--- config.mk ---
export PLATFORM = sky130hd
export DESIGN_NAME = chord_song_reader
export DESIGN_NICKNAME = d
export VERILOG_FILES = /design/src/rtl/chord_song_reader.sv
export SDC_FILE = /design/constraint.sdc
export NUM_CORES = 1
export LEC_CHECK = 0
export ABC_CLOCK_PERIOD_IN_PS = 3300
export BUFFER_PORTS_ARGS = -buffer_cell sky130_fd_sc_hd__buf_4
export CORE_AREA = 5 5 58 65
export DETAILED_ROUTE_END_ITERATION = 8
export DIE_AREA = 0 0 63 70
export PLACE_DENSITY = 0.83
export SLEW_MARGIN = 20
export SYNTH_ARGS = -nofsm -noshare
export SYNTH_HDL_FRONTEND = slang
export SYNTH_SLANG_ARGS = --single-unit
--- constraint.sdc ---
create_clock -name clk -period 3.3 [get_ports clk]
set_input_delay 0.495 -clock clk [delete_from_list [all_inputs] [get_ports clk]]
set_output_delay 0.495 -clock clk [all_outputs]
set_load 0.02 [all_outputs]
--- src/rtl/chord_song_reader.sv ---
// chord_song_reader: walks a song ROM and feeds note/duration pairs to the
// three-voice chord player, pacing issuance with counted beat advances.
module chord_song_reader #(
  parameter int unsigned SONG_BITS = 2,
  parameter int unsigned IDX_BITS  = 5,
  parameter int unsigned HOLDOFF   = 2
) (
  input  logic                          clk,
  input  logic                          reset,
  input  logic                          play,
  input  logic [SONG_BITS-1:0]          song,
  input  logic                          beat,
  input  logic                          player_ready,
  output logic [SONG_BITS+IDX_BITS-1:0] rom_addr,
  input  logic [15:0]                   rom_data,
  output logic [5:0]                    note,
  output logic [5:0]                    duration,
  output logic                          new_note,
  output logic                          song_done
);

  localparam int unsigned FIELD_W   = 6;
  // A HOLDOFF of 0 still spends one cycle in HOLD so the state is never skipped.
  localparam int unsigned HOLD_LAST = (HOLDOFF > 0) ? HOLDOFF - 1 : 0;
  localparam int unsigned HOLD_W    = (HOLD_LAST > 0) ? $clog2(HOLD_LAST + 1) : 1;

  typedef enum logic [2:0] {
    S_IDLE,
    S_FETCH,
    S_DECODE,
    S_ISSUE,
    S_HOLD,
    S_WAIT_BEAT,
    S_NEXT,
    S_DONE
  } state_t;

  state_t               state_q, state_d;
  logic [SONG_BITS-1:0] song_q;
  logic [IDX_BITS-1:0]  idx_q;
  logic [FIELD_W-1:0]   beat_cnt_q;
  logic [HOLD_W-1:0]    hold_cnt_q;

  logic                 song_chg;
  logic                 latch_song;
  logic                 clr_idx;
  logic                 inc_idx;
  logic                 load_entry;
  logic                 load_beat;
  logic                 dec_beat;
  logic                 clr_hold;
  logic                 inc_hold;

  // ROM entry fields
  logic                 ent_adv;
  logic [FIELD_W-1:0]   ent_note;
  logic [FIELD_W-1:0]   ent_dur;
  logic                 ent_end;
  logic                 unused_rom_bits;

  assign ent_adv         = rom_data[15];
  assign ent_note        = rom_data[14:9];
  assign ent_dur         = rom_data[8:3];
  assign ent_end         = (rom_data == 16'h0000);
  assign unused_rom_bits = ^rom_data[2:0];

  // ROM address always reflects the latched song and current entry index
  assign rom_addr = {song_q, idx_q};

  // State register
  always_ff @(posedge clk) begin
    if (reset) begin
      state_q <= S_IDLE;
    end else begin
      state_q <= state_d;
    end
  end

  // Next-state and control decode; pause freezes everything, song change wins
  always_comb begin
    state_d    = state_q;
    song_chg   = 1'b0;
    latch_song = 1'b0;
    clr_idx    = 1'b0;
    inc_idx    = 1'b0;
    load_entry = 1'b0;
    load_beat  = 1'b0;
    dec_beat   = 1'b0;
    clr_hold   = 1'b0;
    inc_hold   = 1'b0;
    new_note   = 1'b0;

    if (play && !reset) begin
      song_chg = (state_q != S_IDLE) && (song != song_q);
      if (song_chg) begin
        latch_song = 1'b1;
        clr_idx    = 1'b1;
        clr_hold   = 1'b1;
        state_d    = S_FETCH;
      end else begin
        case (state_q)
          S_IDLE: begin
            latch_song = 1'b1;
            state_d    = S_FETCH;
          end
          S_FETCH: begin
            state_d = S_DECODE;
          end
          S_DECODE: begin
            if (ent_end) begin
              state_d = S_DONE;
            end else if (ent_adv) begin
              load_beat = 1'b1;
              state_d   = (ent_dur == '0) ? S_NEXT : S_WAIT_BEAT;
            end else begin
              load_entry = 1'b1;
              state_d    = S_ISSUE;
            end
          end
          S_ISSUE: begin
            if (player_ready) begin
              new_note = 1'b1;
              clr_hold = 1'b1;
              state_d  = S_HOLD;
            end
          end
          S_HOLD: begin
            if (hold_cnt_q == HOLD_W'(HOLD_LAST)) begin
              state_d = S_NEXT;
            end else begin
              inc_hold = 1'b1;
            end
          end
          S_WAIT_BEAT: begin
            if (beat) begin
              dec_beat = 1'b1;
              if (beat_cnt_q <= FIELD_W'(1)) begin
                state_d = S_NEXT;
              end
            end
          end
          S_NEXT: begin
            if (&idx_q) begin
              state_d = S_DONE;
            end else begin
              inc_idx = 1'b1;
              state_d = S_FETCH;
            end
          end
          S_DONE: begin
            state_d = S_DONE;
          end
          default: begin
            state_d = S_IDLE;
          end
        endcase
      end
    end
  end

  // Datapath registers: song latch, entry index, note payload, counters, done flag
  always_ff @(posedge clk) begin
    if (reset) begin
      song_q     <= song;
      idx_q      <= '0;
      note       <= '0;
      duration   <= '0;
      beat_cnt_q <= '0;
      hold_cnt_q <= '0;
      song_done  <= 1'b0;
    end else begin
      if (latch_song) begin
        song_q <= song;
      end

      if (clr_idx) begin
        idx_q <= '0;
      end else if (inc_idx) begin
        idx_q <= idx_q + IDX_BITS'(1);
      end

      if (load_entry) begin
        note     <= ent_note;
        duration <= ent_dur;
      end

      if (load_beat) begin
        beat_cnt_q <= ent_dur;
      end else if (dec_beat) begin
        beat_cnt_q <= beat_cnt_q - FIELD_W'(1);
      end

      if (clr_hold) begin
        hold_cnt_q <= '0;
      end else if (inc_hold) begin
        hold_cnt_q <= hold_cnt_q + HOLD_W'(1);
      end

      song_done <= (state_d == S_DONE);
    end
  end

endmodule

==> flow_metrics.env, run 1 <==
export IMPL_cts_sinks=30
export IMPL_criticalPathCategory="reg2out"
export IMPL_synth_ff_type="dfxtp_1"
export IMPL_drc_errors=0
export IMPL_antenna_left=0
export IMPL_n_antenna_cell=0
export IMPL_drt_iter0_drc=92
export IMPL_p_total_mw=0.634
export IMPL_cts_path_max_buffers=2
export IMPL_setup_violations=0
export IMPL_ys_warn_count=0
export IMPL_synth_simple_gate_area_share_pct=26.2
export IMPL_grt_overflow=0
export IMPL_boundaryPins=44
export IMPL_synth_area_um2=1590
export IMPL_period_share_pct=68.7
export IMPL_period_minus_slack_ns=2.27
export IMPL_grt_pass1_vias=1509
export IMPL_synthArstFlopShare_pct=0
export IMPL_yosysSeqAreaShare_pct=39.0
export IMPL_fmax_ghz=0.441
export IMPL_cpMaxStageDelayCell="edfxtp_1"
export IMPL_rsz0062_at_grt="false"
export IMPL_synth_cells=170
export IMPL_ys_seq_elements=30
export IMPL_cts_root_buf="clkbuf_4"
export IMPL_synth_xor_area_share_pct=4.80
export IMPL_dieWidth_um=63
export IMPL_vias=1398
export IMPL_cts_resized=0
export IMPL_p_leak_nw=0.919
export IMPL_core_area_um2=3020
export IMPL_hold_path_class="in2reg"
export IMPL_cpPeakStageDelay_ns=0.44
export IMPL_port_buffers=43
export IMPL_grt_pass1_wl_um=6500
export IMPL_place_hpwl_um=2950
export IMPL_postCtsHoldBufs=0
export IMPL_nets=240
export IMPL_area_growth_pct=23.1
export IMPL_tightestPinTransition_ns=0.467
export IMPL_drive_above_1_share_pct=29.9
export IMPL_ir_worst_vdd_mv=0.248
export IMPL_cp_max_fo=8
export IMPL_cts_max_level=2
export IMPL_synth_edf_count=2
export IMPL_grt_max_degree=25
export IMPL_slew_headroom_pct=68.8
export IMPL_crit_top_cell="and3_1"
export IMPL_dr_pass1_iters=4
export IMPL_synth_top_family_by_area="simple AND/OR/NAND/NOR gates"
export IMPL_via_per_inst=5.64
export IMPL_cts_clk_slew_worst_paths_ns=0.08
export IMPL_worstSetupStartpointType="flop"
export IMPL_synth_nets=197
export IMPL_finalMaxSlewViolations=0
export IMPL_endpoint_kind="output port"
export IMPL_fin_tns_setup_ns=0
export IMPL_start_util_pct=52.7
export IMPL_gp_congestion=0.856
export IMPL_numCtsBuffers=5
export IMPL_arrival_ns=1.77
export IMPL_finalClockSkew_ns=0.00678
export IMPL_hold_violations=0
export IMPL_cp_required_ns=2.80
export IMPL_antenna_found_initial=0
export IMPL_ys_types=49
export IMPL_grt_util_all_layers_pct=18.2
export IMPL_wl_per_cell_um=14.9
export IMPL_cts_setup_buffers=0
export IMPL_maxCapViolations=0
export IMPL_rows=21
export IMPL_worstSkewPairLatency_ns=0.32
export IMPL_die_area_um2=4410
export IMPL_power_per_cell_area_nw_per_um2=324
export IMPL_cts_tree="done"
export IMPL_synthAdderAreaFrac_pct=3.14
export IMPL_die_y_um=70
export IMPL_synth_compound_area_share_pct=13.5
export IMPL_routed_wl_um=3700
export IMPL_status="finished clean"
export IMPL_path_cells="xnor2_2, and3_1, and3_1, buf_4"
export IMPL_syn_area_per_cell_um2=9.36
export IMPL_muxShareOfSynthArea_pct=8.81
export IMPL_reg2reg_slack_ns=1.30
==> synthesized netlist by cell type (2+ instances only) <==
cell	instances	area, um2
o31ai_2	2	25.0
xnor2_1	3	26.3
nand2_4	2	22.5
or4_1	2	15.0
nor2b_1	2	12.5
a21oi_1	6	30.0
nor4_1	3	18.8
nand3_1	2	10.0
o211ai_1	3	22.5
edfxtp_1	2	60.1
and3_1	5	31.3
ha_1	4	50.1
nand2_1	10	37.5
clkbuf_1	3	11.3
o21ai_0	4	20.0
xor2_1	2	17.5
nor2_1	24	90.1
xnor2_2	2	32.5
a31oi_1	3	18.8
mux2i_1	14	140
nor3_1	3	15.0
nand3_2	2	20.0
dfxtp_1	28	561
a211oi_1	4	30.0
inv_1	6	22.5
or3_1	5	31.3
buf_6	2	22.5
==> kinds of logic (layout without fill, tap and decap cells) <==
logic type / count (synthesis) / after routing
buffers and inverters: 14 / 58
flip-flops: 30 / 30
AND/OR/NAND/NOR: 71 / 71
XOR/XNOR: 7 / 7
AO/OA/AOI/OAI: 30 / 30
multiplexers: 14 / 14
adder cells (fa/ha/maj): 4 / 4
==> path summary, 6_finish.rpt <==
check,startpoint,to,cells after the start
worst max register to register,state_q[0],beat_cnt_q[5],5
worst max-delay path,song_q[1],new_note,4
worst min-delay path,song[1],song_q[1],1
worst min register to register,hold_cnt_q,hold_cnt_q,2
==> power by group <==
group          switching [mW]  total (mW)  leakage, nW  internal, mW
registers             0.00568       0.374        0.246         0.369
clock network           0.110       0.195       0.0265        0.0847
logic                  0.0330      0.0652        0.647        0.0323
==> critical path, delay by kind of cell, from the launching register on <==
family | cells | cell delay [ns]
xor gates and xnor gates | 1 | 0.24
buffers and inverters | 1 | 0.14
DFF | 1 | 0.44
and+or+nand+nor | 2 | 0.63
==> sequential cells by signal, indices dropped and copies added, names as in the netlist <==
name / flops
idx_q: 5
song_q: 2
duration: 6
note: 6
song_done: 1
hold_cnt_q: 1
beat_cnt_q: 6
state_q: 3
==> final cells by class <==
cell class	instances	area, um2
Timing Repair Buffer	43	323
Clock buffer	8	48.8
Fill cell	246	1060
Multi-Input combinational cell	126	898
Inverter	7	26.3
Sequential cell	30	621
Tap cell	34	42.5
==> metrics by stage <==
stage | std cells | area (um2) | setup slack [ns] | utilization (%) | hold WS [ns]
finish | 248 | 1960 | 1.03 | 64.8 | 0.372
global route | 248 | 1960 | 0.847 | 64.8 | 0.336
CTS | 248 | 1960 | 1.02 | 64.8 | 0.362
detailed placement | 240 | 1910 | 1.08 | 63.2 | 0.477
global placement | 240 | 1910 | 1.16 | 63.2 | 0.469
floorplan | 170 | 1590 | 1.40 | - | 0.451
==> placed cells by master (no fill, tap or decap), types with 2 or more instances in the layout <==
master    count
o21ai_0       4
nor2_1       24
mux2i_1      14
edfxtp_1      2
nand2_1      10
nor3_1        3
nand3_2       2
nor2b_1       2
dfxtp_1      28
xnor2_1       3
and3_1        5
xnor2_2       2
xor2_1        2
a31oi_1       3
o211ai_1      3
a211oi_1      4
nor4_1        3
or4_1         2
o31ai_2       2
inv_1         6
nand3_1       2
a21oi_1       6
nand2_4       2
clkbuf_1      3
buf_4        43
clkbuf_4      5
ha_1          4
or3_1         5
==> routing by layer <==
metal / track usage (%) / vias up / wire length (um)
met5: 0 / - / 0
met4: 8.49 / 0 / 62
met3: 8.81 / 7 / 350
met2: 31.7 / 52 / 1890
met1: 17.8 / 637 / 1390
li1: - / 702 / -
No activity file was read; power rests on OpenSTA's default activity.
==> run 2: changes to the inputs <==
- ABC_AREA: unset -> 1
- ABC_CLOCK_PERIOD_IN_PS: 3300 -> 1900
- CORE_AREA: 5 5 58 65 -> 5 5 65 73
- DIE_AREA: 0 0 63 70 -> 0 0 70 78
- PLACE_DENSITY: 0.83 -> 0.77
- clock period: 3.3 -> 1.9 ns (I/O delays scaled with it)
==> flow_metrics.env, run 2 <==
export IMPL_status="finished clean"
export IMPL_synth_cells=274
export IMPL_cp_top_family="flip-flops"
export IMPL_vias=1782
export IMPL_yosysMostFrequentCell="nand2_1"
export IMPL_via_per_inst=4.73
export IMPL_hold_path_class="in2reg"
export IMPL_cpPeakStageDelay_ns=0.43
export IMPL_power_per_cell_area_nw_per_um2=629
export IMPL_ys_types=27
export IMPL_ir_worst_vdd_mv=0.353
export IMPL_muxShareOfSynthArea_pct=0
export IMPL_r2r_start="idx_q[0]"
export IMPL_grt_max_degree=25
export IMPL_cpMaxStageDelayCell="edfxtp_1"
export IMPL_drt_iter0_drc=108
export IMPL_critical_path_depth=6
export IMPL_numCtsBuffers=5
export IMPL_synth_area_top_cells="dfxtp_1 31%, nand2_1 17%, nor2_1 11%"
export IMPL_setup_violations=0
export IMPL_wl_per_cell_um=10.7
export IMPL_core_area_um2=3900
export IMPL_worstSetupStartpointType="flop"
export IMPL_cp_required_ns=1.62
export IMPL_cts_path_max_buffers=2
export IMPL_grtUsageMet3_pct=4.52
export IMPL_reg2reg_to="song_done"
export IMPL_cts_tree="done"
export IMPL_rsz0062_at_grt="false"
export IMPL_hold_violations=0
export IMPL_synth_xor_area_share_pct=3.39
export IMPL_synth_nets=301
export IMPL_antenna_left=0
export IMPL_ys_warn_count=0
export IMPL_synth_edf_count=2
export IMPL_crit_buf_inv=1
export IMPL_yosysSeqAreaShare_pct=34.3
export IMPL_final_cells=377
export IMPL_startpoint="song_q[1]"
export IMPL_layout_commonest_cell="nand2_1"
export IMPL_cts_root_buf="clkbuf_8"
export IMPL_busiest_layer="met2"
export IMPL_tightestPinTransition_ns=0.492
export IMPL_grt_pass1_vias=1585
export IMPL_path_cells="xnor2_2, nand2_1, nand2_4, nand2_2, nor3_2, buf_4"
export IMPL_crit_path_end="new_note"
export IMPL_criticalPathCategory="reg2out"
export IMPL_synth_top_cell_area_share_pct=31.0
export IMPL_period_share_pct=93.7
export IMPL_cts_max_level=2
export IMPL_globalRouteMet1Util_pct=17.0
export IMPL_synth_area_um2=1810
export IMPL_period_minus_slack_ns=1.78
export IMPL_antenna_found_initial=0
export IMPL_start_util_pct=46.3
export IMPL_gr_usage_met2_pct=26.6
export IMPL_fmax_ghz=0.562
export IMPL_cts_sinks=30
export IMPL_fin_tns_setup_ns=0
export IMPL_mostFrequentLayoutCells="79 x nand2_1, 54 x nor2_1, 50 x buf_4, 32 x inv_1, 28 x dfxtp_1"
export IMPL_routed_wl_um=4050
export IMPL_dr_pass1_iters=4
export IMPL_synth_simple_gate_area_share_pct=42.5
export IMPL_synth_ff_type="dfxtp_1"
export IMPL_rows=24
export IMPL_syn_area_per_cell_um2=6.60
export IMPL_n_antenna_cell=0
export IMPL_grt_util_all_layers_pct=15.1
export IMPL_endpoint_kind="output port"
export IMPL_postCtsHoldBufs=0
export IMPL_ys_top_cells_by_count="80 x nand2_1, 54 x nor2_1, 32 x inv_1"
export IMPL_die_area_um2=5460
export IMPL_finalClockSkew_ns=0.00550
export IMPL_drc_errors=0
export IMPL_synthArstFlopShare_pct=0
export IMPL_reg2reg_slack_ns=0.22
export IMPL_reg2reg_depth=14
export IMPL_synth_compound_area_share_pct=6.09
export IMPL_area_growth_pct=27.9
export IMPL_ys_seq_elements=30
export IMPL_grt_pass1_wl_um=6800
export IMPL_place_hpwl_um=3110
export IMPL_cts_clk_slew_worst_paths_ns=0.07
export IMPL_die_y_um=78
export IMPL_boundaryPins=44
export IMPL_arrival_ns=1.50
export IMPL_slew_headroom_pct=67.0
export IMPL_p_total_mw=1.46
export IMPL_drive_above_1_share_pct=25.2
export IMPL_maxCapViolations=0
export IMPL_grt_overflow=0
export IMPL_worstSkewPairLatency_ns=0.29
export IMPL_top_regs="beat_cnt_q: 6 flops, duration: 6 flops, note: 6 flops"
export IMPL_finalMaxSlewViolations=0
export IMPL_synthAdderAreaFrac_pct=2.77
export IMPL_gp_congestion=0.926
export IMPL_nets=351
export IMPL_synth_top_family_by_area="simple AND/OR/NAND/NOR gates"
export IMPL_dieWidth_um=70
export IMPL_port_buffers=43
export IMPL_yosysTopAreaCell="dfxtp_1"
export IMPL_p_leak_nw=1.13
export IMPL_cp_max_fo=3
export IMPL_placed_cells=366
run 2: cell families after synthesis:
kind of cell,count (synthesis)
AND/OR/NAND/NOR,172
buffers and inverters,42
flip-flops,30
AO/OA/AOI/OAI,19
XOR/XNOR,7
adder cells (fa/ha/maj),4
run 2: final cells by class:
type / instances / area [um2]
Sequential cell: 30 / 621
Inverter: 35 / 131
Clock buffer: 5 / 68.8
Tap cell: 52 / 65.1
Timing Repair Buffer: 50 / 375
Multi-Input combinational cell: 202 / 1010
Fill cell: 381 / 1590
Clock inverter: 3 / 43.8
run 2: repair_timing:
| item | 4_1_cts | 5_1_grt |
|---|---|---|
| resized for setup | 3 | 1 |
| pin swaps | 0 | 1 |
| setup buffers | 0 | 3 |
| endpoints found under the setup margin | 1 | 1 |
run 2: worst min-delay path by stage:
stage / start / endpoint / depth (start not counted)
2_1_floorplan: song[0] / song_q[0] / 0
3_3_place_gp: note[2] / note[2] / 2
3_5_place_dp: duration[5] / duration[5] / 2
4_1_cts: song[0] / song_q[0] / 1
5_1_grt: song[0] / song_q[0] / 1
6_report: song[0] / song_q[0] / 1
run 2: metrics by stage:
stage,cell area [um2],hold slack [ns],util (%),setup WS [ns]
6_report,2310,0.191,59.3,0.120
5_1_grt,2310,0.198,59.3,0.0330
4_1_cts,2290,0.187,58.7,0.0328
3_5_place_dp,2160,0.474,55.3,0.228
3_3_place_gp,2160,0.466,55.3,0.236
2_1_floorplan,1810,0.384,-,0.201
run 2: layer usage:
metal	up-vias	routed length [um]	share of wire [%]
li1	950	-	-
met1	780	1720	42
met2	46	1970	49
met3	6	287	7.1
met4	0	67	1.7
met5	-	0	0
run 2: worst register-to-register path, stage by stage (launching register included):
cell and delay [ns]:
dfxtp_1 0.35, ha_1 0.23, nand2_1 0.07, nor2_1 0.04, ha_1 0.17, inv_1 0.06, nand2_1 0.06, nand2_1 0.08
nand3_1 0.09, nor2_1 0.12, nand3_1 0.08, nand2_1 0.08, nand2_1 0.06, nand2_1 0.06, nor2_1 0.04
run 2: power breakdown:
group | internal (mW) | switching, mW
clock | 0.391 | 0.268
sequential | 0.641 | 0.00487
combinational | 0.0685 | 0.0841
